<file path="src/rtl/mine_placer_if.sv">
// -----------------------------------------------------------------------------
// mine_placer_if
//   Board-side bus of the mine placer. It carries the shared Board read port
//   and the combined mine-write / adjacency-increment strobe.
//   Parameters : XW, YW      column / row coordinate widths
//   Signals    : readX, readY       shared Board read address
//                mineReadValue      mine Board read data (combinational)
//                placeEn            mine writeEn/writeValue + incAdjacent
//                placeX, placeY     mine/adjacency Board write address
//   Modports   : master (placer side), slave (Board side)
// -----------------------------------------------------------------------------
interface mine_placer_if #(
   parameter int XW = 3,
   parameter int YW = 3
);
   logic [XW-1:0] readX;
   logic [YW-1:0] readY;
   logic          mineReadValue;
   logic          placeEn;
   logic [XW-1:0] placeX;
   logic [YW-1:0] placeY;

   modport master (
      output readX, readY, placeEn, placeX, placeY,
      input  mineReadValue
   );

   modport slave (
      input  readX, readY, placeEn, placeX, placeY,
      output mineReadValue
   );
endinterface

</file>
<file path="src/rtl/mine_placer.sv">
// -----------------------------------------------------------------------------
// mine_placer
//   Game-setup sequencer. On start it places numMines distinct mines at
//   pseudo-random cells, driving the mine Board write port and the adjacency
//   Board increment strobe with one shared pulse, and shares the Board read
//   port between its own occupancy checks and the display scanner.
//
//   Parameters : width, height     board size (each >= 2)
//                numMines          mines placed per run
//                maxAttempts       rejected candidates allowed before abort
//                seed              LFSR reset value (nonzero)
//   Ports      : clk, reset        clock (rising), async active-high reset
//                start             begin a run (sampled only when idle)
//                dispX, dispY      display scanner read address
//                safeX, safeY      first-click cell (safe-zone build only)
//                board             mine_placer_if.master Board bus
//                busy              run in progress
//                done              one-cycle pulse at end of run
//                error             attempt limit hit, sticky until next start
//                minesPlaced       mines placed in current/last run
//
//   Build option: define MINE_PLACER_SAFE_ZONE_EN to exclude the 3x3 zone
//   around (safeX, safeY) from placement. Undefined, the whole board is
//   eligible and safeX/safeY are ignored.
// -----------------------------------------------------------------------------
module mine_placer #(
   parameter int          width       = 8,
   parameter int          height      = 8,
   parameter int          numMines    = 10,
   parameter int          maxAttempts = 1024,
   parameter logic [15:0] seed        = 16'hACE1,
   localparam int         XW          = $clog2(width),
   localparam int         YW          = $clog2(height),
   localparam int         MW          = $clog2(width * height + 1)
) (
   input  logic           clk,
   input  logic           reset,
   input  logic           start,
   input  logic [XW-1:0]  dispX,
   input  logic [YW-1:0]  dispY,
   input  logic [XW-1:0]  safeX,
   input  logic [YW-1:0]  safeY,
   mine_placer_if.master  board,
   output logic           busy,
   output logic           done,
   output logic           error,
   output logic [MW-1:0]  minesPlaced
);

   localparam int AW = $clog2(maxAttempts + 1);

   localparam logic [2:0] IDLE  = 3'd0;
   localparam logic [2:0] PICK  = 3'd1;
   localparam logic [2:0] CHECK = 3'd2;
   localparam logic [2:0] PLACE = 3'd3;
   localparam logic [2:0] DONE  = 3'd4;

   logic [2:0]    state;
   logic [15:0]   lfsr;
   logic [XW-1:0] candX;
   logic [YW-1:0] candY;
   logic [XW-1:0] placeXq;
   logic [YW-1:0] placeYq;
   logic [AW-1:0] attempts;
   logic [AW-1:0] attemptsNext;
   logic [MW-1:0] minesNext;
   logic          outOfRange;
   logic          inZone;
   logic          reject;

   // ---------------------------------------------------------------------------
   // First-click exclusion zone
   // ---------------------------------------------------------------------------
`ifdef MINE_PLACER_SAFE_ZONE_EN
   logic [XW-1:0] safeXq;
   logic [YW-1:0] safeYq;

   // Safe cell is captured with the accepted start and held for the run.
   always_ff @(posedge clk or posedge reset) begin
      if (reset) begin
         safeXq <= '0;
         safeYq <= '0;
      end else if (state == IDLE && start) begin
         safeXq <= safeX;
         safeYq <= safeY;
      end
   end

   // |cand - safe| <= 1 on both axes; int arithmetic avoids wrap at the edges.
   assign inZone = (int'(candX) + 1 >= int'(safeXq)) && (int'(candX) <= int'(safeXq) + 1) &&
                   (int'(candY) + 1 >= int'(safeYq)) && (int'(candY) <= int'(safeYq) + 1);
`else
   logic unusedSafe;
   assign unusedSafe = ^{safeX, safeY};
   assign inZone     = 1'b0;
`endif

   // ---------------------------------------------------------------------------
   // Candidate rejection
   // ---------------------------------------------------------------------------
   assign outOfRange   = (int'(candX) >= width) || (int'(candY) >= height);
   assign reject       = outOfRange || board.mineReadValue || inZone;
   assign attemptsNext = attempts + AW'(1);
   assign minesNext    = minesPlaced + MW'(1);

   // ---------------------------------------------------------------------------
   // Board bus: read port belongs to the scanner except while checking
   // ---------------------------------------------------------------------------
   assign board.readX   = (state == CHECK) ? candX : dispX;
   assign board.readY   = (state == CHECK) ? candY : dispY;
   assign board.placeEn = (state == PLACE);
   assign board.placeX  = placeXq;
   assign board.placeY  = placeYq;

   // ---------------------------------------------------------------------------
   // Sequencer
   // ---------------------------------------------------------------------------
   always_ff @(posedge clk or posedge reset) begin
      if (reset) begin
         state       <= IDLE;
         lfsr        <= seed;
         candX       <= '0;
         candY       <= '0;
         placeXq     <= '0;
         placeYq     <= '0;
         attempts    <= '0;
         minesPlaced <= '0;
         busy        <= 1'b0;
         done        <= 1'b0;
         error       <= 1'b0;
      end else begin
         // Free-running Fibonacci LFSR, taps 16/14/13/11.
         lfsr <= {lfsr[14:0], lfsr[15] ^ lfsr[13] ^ lfsr[12] ^ lfsr[10]};
         done <= 1'b0;

         case (state)
            IDLE: begin
               if (start) begin
                  state       <= PICK;
                  minesPlaced <= '0;
                  attempts    <= '0;
                  error       <= 1'b0;
                  busy        <= 1'b1;
               end
            end

            PICK: begin
               candX <= lfsr[XW-1:0];
               candY <= lfsr[XW+YW-1:XW];
               state <= CHECK;
            end

            CHECK: begin
               if (reject) begin
                  attempts <= attemptsNext;
                  if (attemptsNext == AW'(maxAttempts)) begin
                     error <= 1'b1;
                     state <= DONE;
                  end else begin
                     state <= PICK;
                  end
               end else begin
                  // Write address is loaded here so it is valid throughout PLACE.
                  placeXq <= candX;
                  placeYq <= candY;
                  state   <= PLACE;
               end
            end

            PLACE: begin
               minesPlaced <= minesNext;
               state       <= (minesNext == MW'(numMines)) ? DONE : PICK;
            end

            DONE: begin
               done  <= 1'b1;
               busy  <= 1'b0;
               state <= IDLE;
            end

            default: state <= IDLE;
         endcase
      end
   end

endmodule
</file>
<file path="src/flat_wrapper.sv">
// flat-port wrapper written by rule: the top's interface ports become plain ports
module mine_placer_flat 
#(
   parameter int          width       = 8,
   parameter int          height      = 8,
   parameter int          numMines    = 10,
   parameter int          maxAttempts = 1024,
   parameter logic [15:0] seed        = 16'hACE1,
   localparam int         XW          = $clog2(width),
   localparam int         YW          = $clog2(height),
   localparam int         MW          = $clog2(width * height + 1)
)
  (clk, reset, start, dispX, dispY, safeX, safeY, busy, done, error, minesPlaced, board_readX, board_readY, board_placeEn, board_placeX, board_placeY, board_mineReadValue);
  mine_placer_if board_i ();
  input  logic clk;
  input  logic reset;
  input  logic start;
  input  logic [XW-1:0] dispX;
  input  logic [YW-1:0] dispY;
  input  logic [XW-1:0] safeX;
  input  logic [YW-1:0] safeY;
  output logic busy;
  output logic done;
  output logic error;
  output logic [MW-1:0] minesPlaced;
  output wire logic [$bits(board_i.readX)-1:0] board_readX;
  output wire logic [$bits(board_i.readY)-1:0] board_readY;
  output wire logic [$bits(board_i.placeEn)-1:0] board_placeEn;
  output wire logic [$bits(board_i.placeX)-1:0] board_placeX;
  output wire logic [$bits(board_i.placeY)-1:0] board_placeY;
  input wire logic [$bits(board_i.mineReadValue)-1:0] board_mineReadValue;
  assign board_readX = board_i.readX;
  assign board_readY = board_i.readY;
  assign board_placeEn = board_i.placeEn;
  assign board_placeX = board_i.placeX;
  assign board_placeY = board_i.placeY;
  assign board_i.mineReadValue = board_mineReadValue;
  mine_placer #(.width(width), .height(height), .numMines(numMines), .maxAttempts(maxAttempts), .seed(seed)) u_core (.clk(clk), .reset(reset), .start(start), .dispX(dispX), .dispY(dispY), .safeX(safeX), .safeY(safeY), .board(board_i), .busy(busy), .done(done), .error(error), .minesPlaced(minesPlaced));
endmodule
</file>
<file path="config.mk">
export PLATFORM = sky130hd
export DESIGN_NAME = mine_placer_flat
export DESIGN_NICKNAME = d
export VERILOG_FILES = /design/src/rtl/mine_placer_if.sv /design/src/rtl/mine_placer.sv /design/src/flat_wrapper.sv
export SDC_FILE = /design/constraint.sdc
export NUM_CORES = 1
export LEC_CHECK = 0
export CORE_MARGIN = 2
export CORE_UTILIZATION = 53
export CTS_CLUSTER_DIAMETER = 100
export DETAILED_ROUTE_END_ITERATION = 12
export DONT_BUFFER_PORTS = 1
export PLACE_DENSITY = 0.78
export SLEW_MARGIN = 20
export SYNTH_ARGS = -nofsm -noshare
export SYNTH_HDL_FRONTEND = slang
export SYNTH_SLANG_ARGS = --single-unit
export TNS_END_PERCENT = 1
</file>
<file path="constraint.sdc">
create_clock -name clk -period 2.4 [get_ports clk]
set_input_delay 0.48 -clock clk [delete_from_list [all_inputs] [get_ports clk]]
set_output_delay 0.48 -clock clk [all_outputs]
set_load 0.05 [all_outputs]
</file>
# Yosys cells after proc, flatten, opt, wreduce, memory -nomap -nowiden
# Index checks and enable logic that the tools add are counted.
# W data, S select, Z words.
# classes
addsub	2
mul	0
div	0
order_cmp	0
n_eq_ne	9
shifts	0
muxes	19
bitwise_logic	4
reduce_logical	9
# ops
op	n
$mux W11	2
$pmux W11 S2	1
$mux W3	6
$pmux W7 S2	1
$pmux W3 S4	1
$add A11 B1 Y11 const B	1
$eq A11 B11 Y1 const B	1
$add A7 B1 Y7 const B	1
$eq A7 B4 Y1 const B	1
$mux W7	1
$eq A3 B2 Y1 const B	2
$ne A2 B2 Y1 const B	3
$reduce_and A2 Y1	3
$reduce_bool A2 Y1	3
$mux W1	5
$pmux W1 S2	2
$reduce_and A4 Y1	1
$eq A3 B1 Y1 const B	1
$eq A3 B3 Y1 const B	1
$logic_not A3 Y1	1
$reduce_and A3 Y1	1
$xor A1 B1 Y1	3
$not A1 Y1	1
# word_totals
reg_bits	52
latch_bits	0
ram_bits	0
rom_bits	0
inputBits	16
out_inout_bits	23
n_memories	0

# Logic depth before layout (Yosys ltp)
# Gate-level depths: netlist (run 1).
# logic_depth
ltp_word	5
mapped_depth	7
depth_no_buf	6

# Least setup slack after synthesis (run 1)
# Ideal clock, no wire load.
# synth_timing
kind	register to register
start	register u_core.minesPlaced[0]
end	register u_core.state[0]
setup_ns	0.120
t_arrival_ns	1.799
path_slack_ns	0.482
stages_incl_launch_ff	6
n_path_buf	0
period_less_slack_ns	1.918
path_cell_list	dfrtp_1 > ha_1 > or3b_2 > mux2i_1 > o221ai_1 > and3_1
# synth_via
elab_chain_len	4
# synth_lines
item	line	rtl
start, declared	mine_placer.sv:47	output logic [MW-1:0] minesPlaced
start signal, assigned	mine_placer.sv:171	minesPlaced <= minesNext;
$add A7 B1 Y7	mine_placer.sv:104	assign minesNext = minesPlaced + MW'(1);
$eq A7 B4 Y1	mine_placer.sv:172	state <= (minesNext == MW'(numMines)) ? DONE : PICK;
$mux W3	mine_placer.sv:172	
$pmux W3 S4	mine_placer.sv:136	case (state)
end signal, assigned	mine_placer.sv:172	
end, declared	mine_placer.sv:58	logic [2:0] state;
# Every way passes these cells.
# A chain may end at the register's enable or synchronous reset.

# Worst setup path in the final report (run 1)
# layout_timing
start	register u_core.state[0]
end	output board_readX[2]
# layout_via
elab_chain_len	2
# layout_lines
item	line	rtl
$eq A3 B2 Y1	mine_placer.sv:109	assign board.readX = (state == CHECK) ? candX : dispX;
$mux W3	mine_placer.sv:109	
end, declared	flat_wrapper.sv:26	output wire logic [$bits(board_i.readX)-1:0] board_readX;
# Every way passes these cells.

==> results of run 1 <==
[registers in the layout, summed over array words and instances, names as in the netlist]
| name | flops |
|---|---|
| u_core.lfsr | 16 |
| u_core.attempts | 11 |
| u_core.minesPlaced | 7 |
| u_core.board.placeX | 3 |
| u_core.board.placeY | 3 |
| u_core.candX | 3 |
| u_core.candY | 3 |
| u_core.state | 3 |
| u_core.busy | 1 |
| u_core.done | 1 |
| u_core.error | 1 |
[placed cells by master (no fill, tap or decap), types with 5 or more instances in the layout]
cell / count
a21oi_1: 8
buf_4: 11
clkbuf_8: 5
dfrtp_1: 44
dfstp_2: 8
mux2_1: 6
mux2_2: 12
nand2_1: 16
nand3_1: 10
nor2_1: 9
o21ai_0: 13
o21ai_1: 18
xnor2_1: 6
[cells by family after synthesis]
family / Yosys count / synth area share (%)
xor+xnor: 9 / 3.19
compound gates: 50 / 11.3
mux: 19 / 8.60
fa+ha+maj: 4 / 2.02
flops: 52 / 53.0
buf+inv: 19 / 3.85
simple gates: 72 / 18.0
[metal layers]
metal	GRT usage, %	vias up	share of wire, %
li1	-	818	-
met1	25.8	813	47
met2	30.3	34	48
met3	4.44	6	4.2
met4	6.92	0	1.6
met5	0	-	0
[metrics by stage]
stage	hold slack (ns)	setup slack [ns]	total power, mW	instances
after floorplan	0.331	0.482	1.75	225
after global placement	0.335	0.459	1.90	275
after detailed placement	0.343	0.417	1.92	275
after CTS	0.0623	0.0731	2.52	283
after global routing	0.0791	0.0190	2.63	283
final	0.0523	0.0919	2.50	283
[cell type report]
class | count | share of cell area (%)
clock buffer | 5 | 2.59
clock inverter | 3 | 1.60
inverter | 6 | 0.847
multi-input combinational | 154 | 40.1
sequential | 52 | 49.3
tap | 52 | 2.45
timing repair buffer | 11 | 3.11
[power by group through the flow]
| stage | logic, mW | registers [mW] | clock network (mW) |
|---|---|---|---|
| 3_5_place_dp | 0.861 | 1.06 | 0 |
| 5_1_grt | 0.939 | 1.06 | 0.637 |
| 4_1_cts | 0.863 | 1.04 | 0.609 |
| 6_report | 0.856 | 1.05 | 0.593 |
| 2_1_floorplan | 0.601 | 1.15 | 0 |
| 3_3_place_gp | 0.842 | 1.06 | 0 |
[worst max path at each step]
stage                                     start               to  cells past startpoint
after floorplan           u_core.minesPlaced[0]  u_core.state[0]                      5
after global placement          u_core.state[0]   board_readY[1]                      2
after detailed placement        u_core.state[0]   board_readX[2]                      2
after CTS                       u_core.state[0]   board_readX[2]                      2
after global routing            u_core.state[0]   board_readX[2]                      2
final                           u_core.state[0]   board_readX[2]                      2
==> results.rst, run 1 <==
.. list-table::
   :header-rows: 1

   * - Metric
     - Value
   * - Net switching power of the design
     - 972 uW
   * - Synthesized area
     - 2470 um2
   * - Final setup fails
     - 0
   * - Most frequent cell after synthesis
     - dfrtp_1
   * - Synth unique cells
     - 49
   * - Root buf cell
     - clkbuf_8
   * - Sequential cell area
     - 1310 um2
   * - Largest net degree at the start of global routing
     - 23
   * - Overall routing resource usage
     - 19.1%
   * - Final Slew Violations
     - 0
   * - Drt initial violations
     - approximately 80
   * - Cell class contributing the biggest share of worst-path delay
     - multiplexers
   * - Layout cell share with drive strength beyond 1
     - a little under a quarter
   * - Via count of the first global-routing pass
     - ~1600
   * - Antenna diode instance count
     - 0
   * - Comb pwr share
     - 34.3%
   * - Setup skew after layout
     - between 0.009 and 0.01 ns
   * - Cell Pwr Density
     - 939 nW/um2
   * - Post-Synthesis Net Count
     - 245
   * - Final Cell Area
     - 2660 um2
   * - Startpoint of the worst register-to-register path
     - u_core.attempts[0]
   * - CP max FO
     - 9
   * - Worst path buffer plus inverter count
     - 0
   * - Die span in y
     - 72.3 um
   * - Leakage
     - around 1.2 nW
   * - Least-Margin Pin Slew
     - 0.580 ns
   * - Clock tree from TritonCTS
     - done
   * - Synth top area share
     - between 40% and 50%
   * - Sequential element share of the synthesized area
     - 53.0%
   * - Setup bufs post-CTS
     - 0
   * - Drt via density
     - 5.90
   * - Number of warnings issued by yosys
     - 0
   * - Worst ir drop on vdd
     - 0.583 mV
   * - Number of nets with antenna violations after detailed routing
     - 0
   * - Cell Int Power
     - 1.52 mW
   * - Post-synthesis register bit count
     - 52
   * - Result of the run
     - complete, no violations
   * - Fraction of power consumed by the clock network
     - about a quarter
   * - Sw frac
     - about two fifths
   * - Count of cells resized by post-cts repair
     - 0
   * - Critical path's slowest cell
     - mux2_2
   * - Avg WL per Cell
     - 15.7 um
   * - Maximum number of buffers from clock root to sink
     - 2
   * - Critical path arrival
     - around 1.8 ns
   * - RSZ-0062 raised after global routing
     - no
   * - Cell type with the largest total area after synthesis
     - dfrtp_1
   * - # hold bufs at CTS
     - 0
   * - Placed cell area
     - about 2500 um2
   * - Layout fillers
     - 357
   * - HPWL after detailed placement
     - roughly 3200 um
   * - Detailed-route via count
     - 1671
   * - Chip Width
     - 72.3 um
   * - Antenna violations before repair
     - 0
   * - CP Capture Type
     - primary output
   * - Core Region
     - 4410 um2
   * - Crit path kind
     - flip-flop to primary output
   * - Number of levels the H-tree was split into
     - 2
   * - Clock period minus final worst setup slack
     - 2.31 ns
   * - Final sum of negative setup slack
     - 0 ns
   * - Async SR Flop Fraction
     - 100%
   * - Boundary Pins
     - 39
   * - Top cell types by occurrence after synthesis
     - dfrtp_1, o21ai_1, nand2_1
   * - Total Die Area
     - ~5200 um2
   * - Gate Count Post-Synth
     - 225
   * - Clock sink total
     - 52
   * - Total clock buffers created by CTS
     - 5
   * - Signed area change from the synthesized netlist to the final layout
     - 7.54%
   * - Mean Syn Cell Area
     - 11.0 um2
   * - R2R Path End
     - u_core.state[0]
   * - Setup slack of the most critical reg-to-reg path
     - 0.45 ns
   * - Ratio of final minimum period to clock period
     - 96.2%
   * - Critical path startpoint category
     - flip-flop
   * - Initial Utilization
     - 56.0%
   * - Area of the multi-input gates
     - ~1100 um2
   * - Site row count
     - 24
   * - Largest stage delay on the critical path
     - 0.52 ns
   * - Kind of path behind the tightest hold check
     - primary input to asynchronous set/reset pin
   * - DRT Wirelength
     - 4450 um
   * - Length in cells of the worst reg-to-reg path
     - 6
   * - Total of buffers placed on input and output ports
     - 0
   * - Routability-driven placement congestion ratio
     - 0.834
   * - Number of remaining DRC errors
     - 0
   * - Worst-skew pair later-pin latency
     - 0.31 ns
   * - End-of-flow core utilization
     - 60.2%
   * - Final Hold Vio Count
     - 0
   * - Clock slew seen by the registers of the worst setup and hold paths
     - 0.09 ns
   * - Register share of total power
     - 42.0%
   * - WP data required
     - 1.92 ns
   * - Global-route wire length before repair
     - approximately 7700 um
   * - Dominant register cell in the synthesized netlist
     - dfrtp_1
   * - Total number of nets in the final design
     - 250
   * - Reported max-cap violation count
     - 0
   * - Number of synthesized flops with an enable pin
     - 0
   * - Maximum operating frequency
     - 433 MHz
   * - Overflow after GRT
     - 0
   * - Dominant cells by area after synthesis
     - dfrtp_1, dfstp_2, mux2_2
   * - Number of optimization iterations in the first detailed-route pass
     - 4
   * - Ordered list of cells on the worst path
     - nor3b_4 -> mux2_2
   * - Tightest slew margin relative to the limit
     - 61.2%
Note: power is estimated with default switching activity, not from simulation.
==> run 2, diff against run 1 <==
--- a/config.mk
+++ b/config.mk
@@ -5,12 +5,13 @@
 export SDC_FILE = /design/constraint.sdc
 export NUM_CORES = 1
 export LEC_CHECK = 0
+export CELL_PAD_IN_SITES_DETAIL_PLACEMENT = 1
+export CELL_PAD_IN_SITES_GLOBAL_PLACEMENT = 1
 export CORE_MARGIN = 2
-export CORE_UTILIZATION = 53
-export CTS_CLUSTER_DIAMETER = 100
+export CORE_UTILIZATION = 49
 export DETAILED_ROUTE_END_ITERATION = 12
 export DONT_BUFFER_PORTS = 1
-export PLACE_DENSITY = 0.78
+export PLACE_DENSITY = 0.88
 export SLEW_MARGIN = 20
 export SYNTH_ARGS = -nofsm -noshare
 export SYNTH_HDL_FRONTEND = slang
==> results.rst, run 2 (synthesis gave the netlist of run 1 again) <==
.. list-table::
   :header-rows: 1

   * - Metric
     - Value
   * - Result of the run
     - complete, no violations
   * - Worst ir drop on vdd
     - 0.678 mV (+16%)
   * - DRT Wirelength
     - 6240 um (+40%)
   * - Boundary Pins
     - 39 (unchanged)
   * - HPWL after detailed placement
     - 4280 um (+35%)
   * - Core Region
     - 4790 um2 (+8.4%)
   * - Clock tree from TritonCTS
     - done
   * - Number of remaining DRC errors
     - 0 (unchanged)
   * - CP Capture Type
     - primary output
   * - Overall routing resource usage
     - 25.4% (+6.4 points)
   * - Ratio of final minimum period to clock period
     - 93.9% (-2.2 points)
   * - Registers with the highest flip-flop counts
     - u_core.lfsr x16, u_core.attempts x11, u_core.minesPlaced x7
   * - Final Slew Violations
     - 0 (unchanged)
   * - Site row count
     - 25 (+4.2%)
   * - Number of optimization iterations in the first detailed-route pass
     - 4 (unchanged)
   * - Reported max-cap violation count
     - 0 (unchanged)
   * - Final sum of negative setup slack
     - 0 ns (unchanged)
   * - Antenna violations before repair
     - 0 (unchanged)
   * - Most common cell after layout, fill and taps aside
     - dfrtp_1
   * - Final Cell Area
     - 2710 um2 (+1.9%)
   * - Critical path startpoint category
     - flip-flop
   * - Antenna diode instance count
     - 0 (unchanged)
   * - Die span in y
     - 75.0 um (+3.8%)
   * - Overall power after layout
     - 2.64 mW (+5.9%)
   * - Leakage
     - 1.25 nW (+1.6%)
   * - Total clock buffers created by CTS
     - 5 (unchanged)
   * - Clock slew seen by the registers of the worst setup and hold paths
     - 0.10 ns (about the same)
   * - Total number of nets in the final design
     - 252 (+0.80%)
   * - Overflow after GRT
     - 0 (unchanged)
   * - # hold bufs at CTS
     - 0 (unchanged)
   * - End-of-flow core utilization
     - 56.6% (-3.6 points)
   * - Number of levels the H-tree was split into
     - 2 (unchanged)
   * - Critical path's slowest cell
     - dfrtp_1
   * - Cell Pwr Density
     - 975 nW/um2 (+3.9%)
   * - Detailed-route via count
     - 1811 (+8.4%)
   * - Critical path arrival
     - 1.77 ns (-0.06 ns)
   * - Maximum operating frequency
     - 444 MHz (+2.4%)
   * - Setup skew after layout
     - 0.00939 ns (-0.000345 ns)
   * - Via count of the first global-routing pass
     - 1958 (+23%)
   * - Avg WL per Cell
     - 20.8 um (+32%)
   * - Maximum number of buffers from clock root to sink
     - 2 (unchanged)
   * - Worst-skew pair later-pin latency
     - 0.31 ns (about the same)
   * - Post-Route Hold Slack
     - 0.204 ns (+0.152 ns)
   * - Tightest slew margin relative to the limit
     - 57.3% (-3.9 points)
   * - WP data required
     - 1.92 ns (about the same)
   * - Clock period minus final worst setup slack
     - 2.25 ns (-0.0534 ns)
   * - Initial Utilization
     - 51.7% (-4.3 points)
   * - Signed area change from the synthesized netlist to the final layout
     - 9.56%
   * - Count of cells resized by post-cts repair
     - 0 (unchanged)
   * - Flip-flop count of the largest register after layout
     - 16 (unchanged)
   * - CP max FO
     - 9 (unchanged)
   * - Total of buffers placed on input and output ports
     - 0 (unchanged)
   * - Largest stage delay on the critical path
     - 0.54 ns (+0.02 ns)
   * - RSZ-0062 raised after global routing
     - no
   * - Number of nets with antenna violations after detailed routing
     - 0 (unchanged)
   * - Ordered list of cells on the worst path
     - nor3b_4 -> buf_12 -> mux2_2
   * - Most used cells in the layout excluding fill and tap cells
     - dfrtp_1, o21ai_1, nand2_1, o21ai_0
   * - Final Hold Vio Count
     - 0 (unchanged)
   * - Clock sink total
     - 52 (unchanged)
   * - Least-Margin Pin Slew
     - 0.641 ns (+0.0614 ns)
   * - Drt via density
     - 6.04 (+2.2%)
   * - Chip Width
     - 75.0 um (+3.8%)
   * - Global-route wire length before repair
     - 10300 um (+35%)
   * - Final setup fails
     - 0 (unchanged)
   * - Total Die Area
     - 5630 um2 (+7.7%)
   * - Root buf cell
     - clkbuf_8
   * - Reg with most FFs
     - u_core.lfsr
   * - Kind of path behind the tightest hold check
     - primary input to asynchronous set/reset pin
   * - Worst path buffer plus inverter count
     - 1 (+1)
   * - Largest net degree at the start of global routing
     - 53 (+130%)
   * - Crit path kind
     - flip-flop to primary output
   * - Drt initial violations
     - 66 (-16%)
   * - Cell class contributing the biggest share of worst-path delay
     - flip-flops
   * - Layout cell share with drive strength beyond 1
     - 23.2% (+0.67 points)
   * - Placed cell area
     - 2570 um2 (+1.0%)
   * - Routability-driven placement congestion ratio
     - 0.792 (-5.1%)
==> run 2: cell types whose count changed in the layout (fill, tap and decap cells not counted), sizes merged <==
cell | before | now
buf | 11 | 13
inv | 6 | 7
clkinvlp | 1 | 0
==> run 2: final timing paths <==
path,from,end,slack (ns),depth (start not counted)
max,u_core.state[0],board_readY[2],0.15,3
min,reset,u_core.lfsr[14],0.20,2
max reg2reg,u_core.attempts[0],u_core.state[0],0.31,6
min reg2reg,u_core.lfsr[9],u_core.lfsr[10],0.36,0
max in group asynchronous,reset,u_core.lfsr[4],1.76,2
min in group clk,u_core.lfsr[9],u_core.lfsr[10],0.36,0
==> run 2: area by class of cell <==
type                    count  area [um2]
clock buffers               5        68.8
clock inverters             3        46.3
fillers                   517        2080
inverters                   6        22.5
multi-input cells         154        1070
flip-flops and latches     52        1310
well taps                  67        83.8
repair buffers             13         110
==> run 2: metrics by stage <==
stage / setup slack [ns] / instances
after floorplan: 0.482 / 225
after global placement: 0.429 / 291
after detailed placement: 0.361 / 291
after CTS: 0.00348 / 299
after global routing: 0.0995 / 300
final: 0.145 / 300
==> run 2: power breakdown <==
group,total (mW),internal (mW),switching (mW)
sequential,1.08,0.945,0.134
combinational,0.934,0.307,0.627
clock,0.629,0.317,0.313
total,2.64,1.57,1.07
==> run 2: layer usage <==
| metal | vias up | wire length [um] | GRT usage, % |
|---|---|---|---|
| li1 | 813 | - | - |
| met1 | 928 | 2460 | 29.9 |
| met2 | 55 | 3360 | 44.8 |
| met3 | 15 | 259 | 6.02 |
| met4 | 0 | 158 | 10.1 |
| met5 | - | 0 | 0 |
==> run 2: repair_timing <==
item	in CTS	in global routing
buffers inserted	0	1
pin swaps	1	1
setup endpoints to repair	6	6
==> run 3, diff against run 2 <==
--- a/config.mk
+++ b/config.mk
@@ -5,6 +5,7 @@
 export SDC_FILE = /design/constraint.sdc
 export NUM_CORES = 1
 export LEC_CHECK = 0
+export ABC_AREA = 0
 export CELL_PAD_IN_SITES_DETAIL_PLACEMENT = 1
 export CELL_PAD_IN_SITES_GLOBAL_PLACEMENT = 1
 export CORE_MARGIN = 2
@@ -12,6 +13,7 @@
 export DETAILED_ROUTE_END_ITERATION = 12
 export DONT_BUFFER_PORTS = 1
 export PLACE_DENSITY = 0.88
+export REMOVE_ABC_BUFFERS = 1
 export SLEW_MARGIN = 20
 export SYNTH_ARGS = -nofsm -noshare
 export SYNTH_HDL_FRONTEND = slang
==> results.rst, run 3 (synthesis gave the netlist of run 1 again) <==
.. list-table::
   :header-rows: 1

   * - Metric
     - Value
   * - Result of the run
     - complete, no violations
   * - End-of-flow core utilization
     - 56.5% (about the same)
   * - Worst-skew pair later-pin latency
     - 0.30 ns (about the same)
   * - Final Slew Violations
     - 0 (unchanged)
   * - Least-Margin Pin Slew
     - 0.609 ns (-0.0321 ns)
   * - Sw frac
     - 37.9% (-2.7 points)
   * - Avg WL per Cell
     - 18.7 um (-9.9%)
   * - Root buf cell
     - clkbuf_8
   * - Overflow after GRT
     - 0 (unchanged)
   * - Startpoint of the worst register-to-register path
     - u_core.state[2]
   * - Overall routing resource usage
     - 22.9% (-2.5 points)
   * - Register share of total power
     - 40.4% (-0.4 points)
   * - Clock slew seen by the registers of the worst setup and hold paths
     - 0.09 ns (about the same)
   * - Boundary Pins
     - 39 (unchanged)
   * - Maximum number of buffers from clock root to sink
     - 2 (unchanged)
   * - Post-Route Hold Slack
     - 0.0754 ns (-0.128 ns)
   * - Critical path's slowest cell
     - mux2_2
   * - Number of nets with antenna violations after detailed routing
     - 0 (unchanged)
   * - # hold bufs at CTS
     - 0 (unchanged)
   * - Net switching power of the design
     - 999 uW (-7.0%)
   * - Layout fillers
     - 513 (-0.77%)
   * - Most used cells in the layout excluding fill and tap cells
     - dfrtp_1, o21ai_1, nand2_1, o21ai_0
   * - Leakage
     - 1.25 nW (-0.30%)
   * - Number of optimization iterations in the first detailed-route pass
     - 4 (unchanged)
   * - Chip Width
     - 75.0 um (unchanged)
   * - Fraction of power consumed by the clock network
     - 26.5% (+2.7 points)
   * - Setup skew after layout
     - 0.00814 ns (-0.00125 ns)
   * - Total number of nets in the final design
     - 251 (-0.40%)
   * - Tightest slew margin relative to the limit
     - 59.2% (+2.0 points)
   * - Final cell count without fillers
     - 299 (-0.33%)
   * - WP data required
     - 1.92 ns (about the same)
   * - Clock sink total
     - 52 (unchanged)
   * - Critical path arrival
     - 1.81 ns (+0.04 ns)
   * - Antenna diode instance count
     - 0 (unchanged)
   * - Cell Pwr Density
     - 974 nW/um2 (-0.13%)
   * - Total of buffers placed on input and output ports
     - 0 (unchanged)
   * - Setup bufs post-CTS
     - 0 (unchanged)
   * - DRT Wirelength
     - 5610 um (-10%)
   * - Final setup fails
     - 0 (unchanged)
   * - CP Capture Type
     - primary output
   * - Signed area change from the synthesized netlist to the final layout
     - 9.46% (about the same)
   * - Worst ir drop on vdd
     - 0.517 mV (-24%)
   * - Number of remaining DRC errors
     - 0 (unchanged)
   * - Critical path startpoint category
     - flip-flop
   * - Drt initial violations
     - 83 (+26%)
   * - Total clock buffers created by CTS
     - 5 (unchanged)
   * - Antenna violations before repair
     - 0 (unchanged)
   * - Most common cell after layout, fill and taps aside
     - dfrtp_1
   * - Cell class contributing the biggest share of worst-path delay
     - multiplexers
   * - Registers with the highest flip-flop counts
     - u_core.lfsr x16, u_core.attempts x11, u_core.minesPlaced x7
   * - Flip-flop count of the largest register after layout
     - 16 (unchanged)
   * - Final sum of negative setup slack
     - 0 ns (unchanged)
   * - Clock period minus final worst setup slack
     - 2.29 ns (+0.0315 ns)
   * - Cell Int Power
     - 1.64 mW (+4.4%)
   * - Via count of the first global-routing pass
     - 1833 (-6.4%)
   * - Worst path buffer plus inverter count
     - 0 (-1)
   * - Ratio of final minimum period to clock period
     - 95.3% (+1.3 points)
   * - Reported max-cap violation count
     - 0 (unchanged)
   * - Kind of path behind the tightest hold check
     - primary input to asynchronous set/reset pin
   * - Clock tree from TritonCTS
     - done
   * - Routability-driven placement congestion ratio
     - 0.796 (+0.56%)
   * - Ordered list of cells on the worst path
     - nor3b_4 -> mux2_2
   * - Launch point of the worst path
     - u_core.state[2]
   * - Crit path kind
     - flip-flop to primary output
   * - Site row count
     - 25 (unchanged)
   * - Drt via density
     - 5.78 (-4.2%)
   * - Layout cell share with drive strength beyond 1
     - 22.4% (-0.76 points)
   * - Comb pwr share
     - 33.0% (-2.3 points)
   * - Core Region
     - 4790 um2 (unchanged)
   * - Die span in y
     - 75.0 um (unchanged)
   * - Total Die Area
     - 5630 um2 (unchanged)
   * - Largest net degree at the start of global routing
     - 26 (-51%)
   * - Global-route wire length before repair
     - 9510 um (-7.8%)
   * - DP Cell Count
     - 291 (unchanged)
   * - Maximum operating frequency
     - 437 MHz (-1.4%)
   * - CP max FO
     - 9 (unchanged)
   * - Reg with most FFs
     - u_core.lfsr
   * - Initial Utilization
     - 51.7% (unchanged)
   * - Detailed-route via count
     - 1729 (-4.5%)
   * - Largest stage delay on the critical path
     - 0.52 ns (-0.02 ns)
   * - Number of levels the H-tree was split into
     - 2 (unchanged)
   * - Final Hold Vio Count
     - 0 (unchanged)
   * - HPWL after detailed placement
     - 3940 um (-7.9%)
   * - RSZ-0062 raised after global routing
     - no
run 3: cell types whose count changed in the layout (fill, tap and decap cells not counted), sizes merged:
cell,delta
buf,-1
bufinv,+1
clkbuf,+1
clkinv,-1
inv,-1
run 3: worst paths after layout:
| kind | cells after the start | slack (ns) | to |
|---|---|---|---|
| min in group clk | 0 | 0.35 | u_core.lfsr[15] |
| hold reg to reg | 0 | 0.35 | u_core.lfsr[15] |
| setup reg to reg | 4 | 0.39 | u_core.board.placeY[1] |
| max in group asynchronous | 2 | 1.72 | u_core.error |
| hold / removal | 1 | 0.08 | u_core.attempts[1] |
| setup / recovery | 2 | 0.11 | board_readX[2] |
run 3: power by group through the flow:
stage / registers (mW) / clock network, mW / logic [mW]
2_1_floorplan: 1.19 / 0 / 0.532
3_3_place_gp: 1.07 / 0 / 0.840
3_5_place_dp: 1.08 / 0 / 0.868
4_1_cts: 1.07 / 0.716 / 0.878
5_1_grt: 1.08 / 0.746 / 0.952
6_report: 1.07 / 0.700 / 0.870
run 3: metrics by stage:
step	total power, mW	worst slack (ns)	cell area, um2
floorplan	1.72	0.474	2400
global placement	1.91	0.430	2570
detailed placement	1.95	0.361	2570
CTS	2.66	0.0557	2710
global route	2.78	0.0116	2710
finish	2.64	0.114	2710
run 3: area by class of cell:
class | instances | area [um2] | share of cell area [%]
clock buffers | 6 | 72.6 | 2.68
clock inverters | 2 | 60.1 | 2.22
inverters | 6 | 22.5 | 0.832
multi-input cells | 154 | 1070 | 39.4
flip-flops and latches | 52 | 1310 | 48.5
well taps | 67 | 83.8 | 3.10
repair buffers | 12 | 90.1 | 3.33
run 3: repair_timing:
action | 4_1_cts | 5_1_grt
endpoints found under the hold margin | 0 | 0
resized for setup | 0 | 0
setup endpoints to repair | 0 | 4
run 3: layer usage:
layer | part of all wire (%) | vias to the layer above | GRT usage (%)
met5 | 0 | - | 0
met4 | 0.91 | 0 | 6.94
met3 | 3.9 | 5 | 3.88
met2 | 51 | 34 | 39.3
met1 | 44 | 874 | 29.9
li1 | - | 816 | -
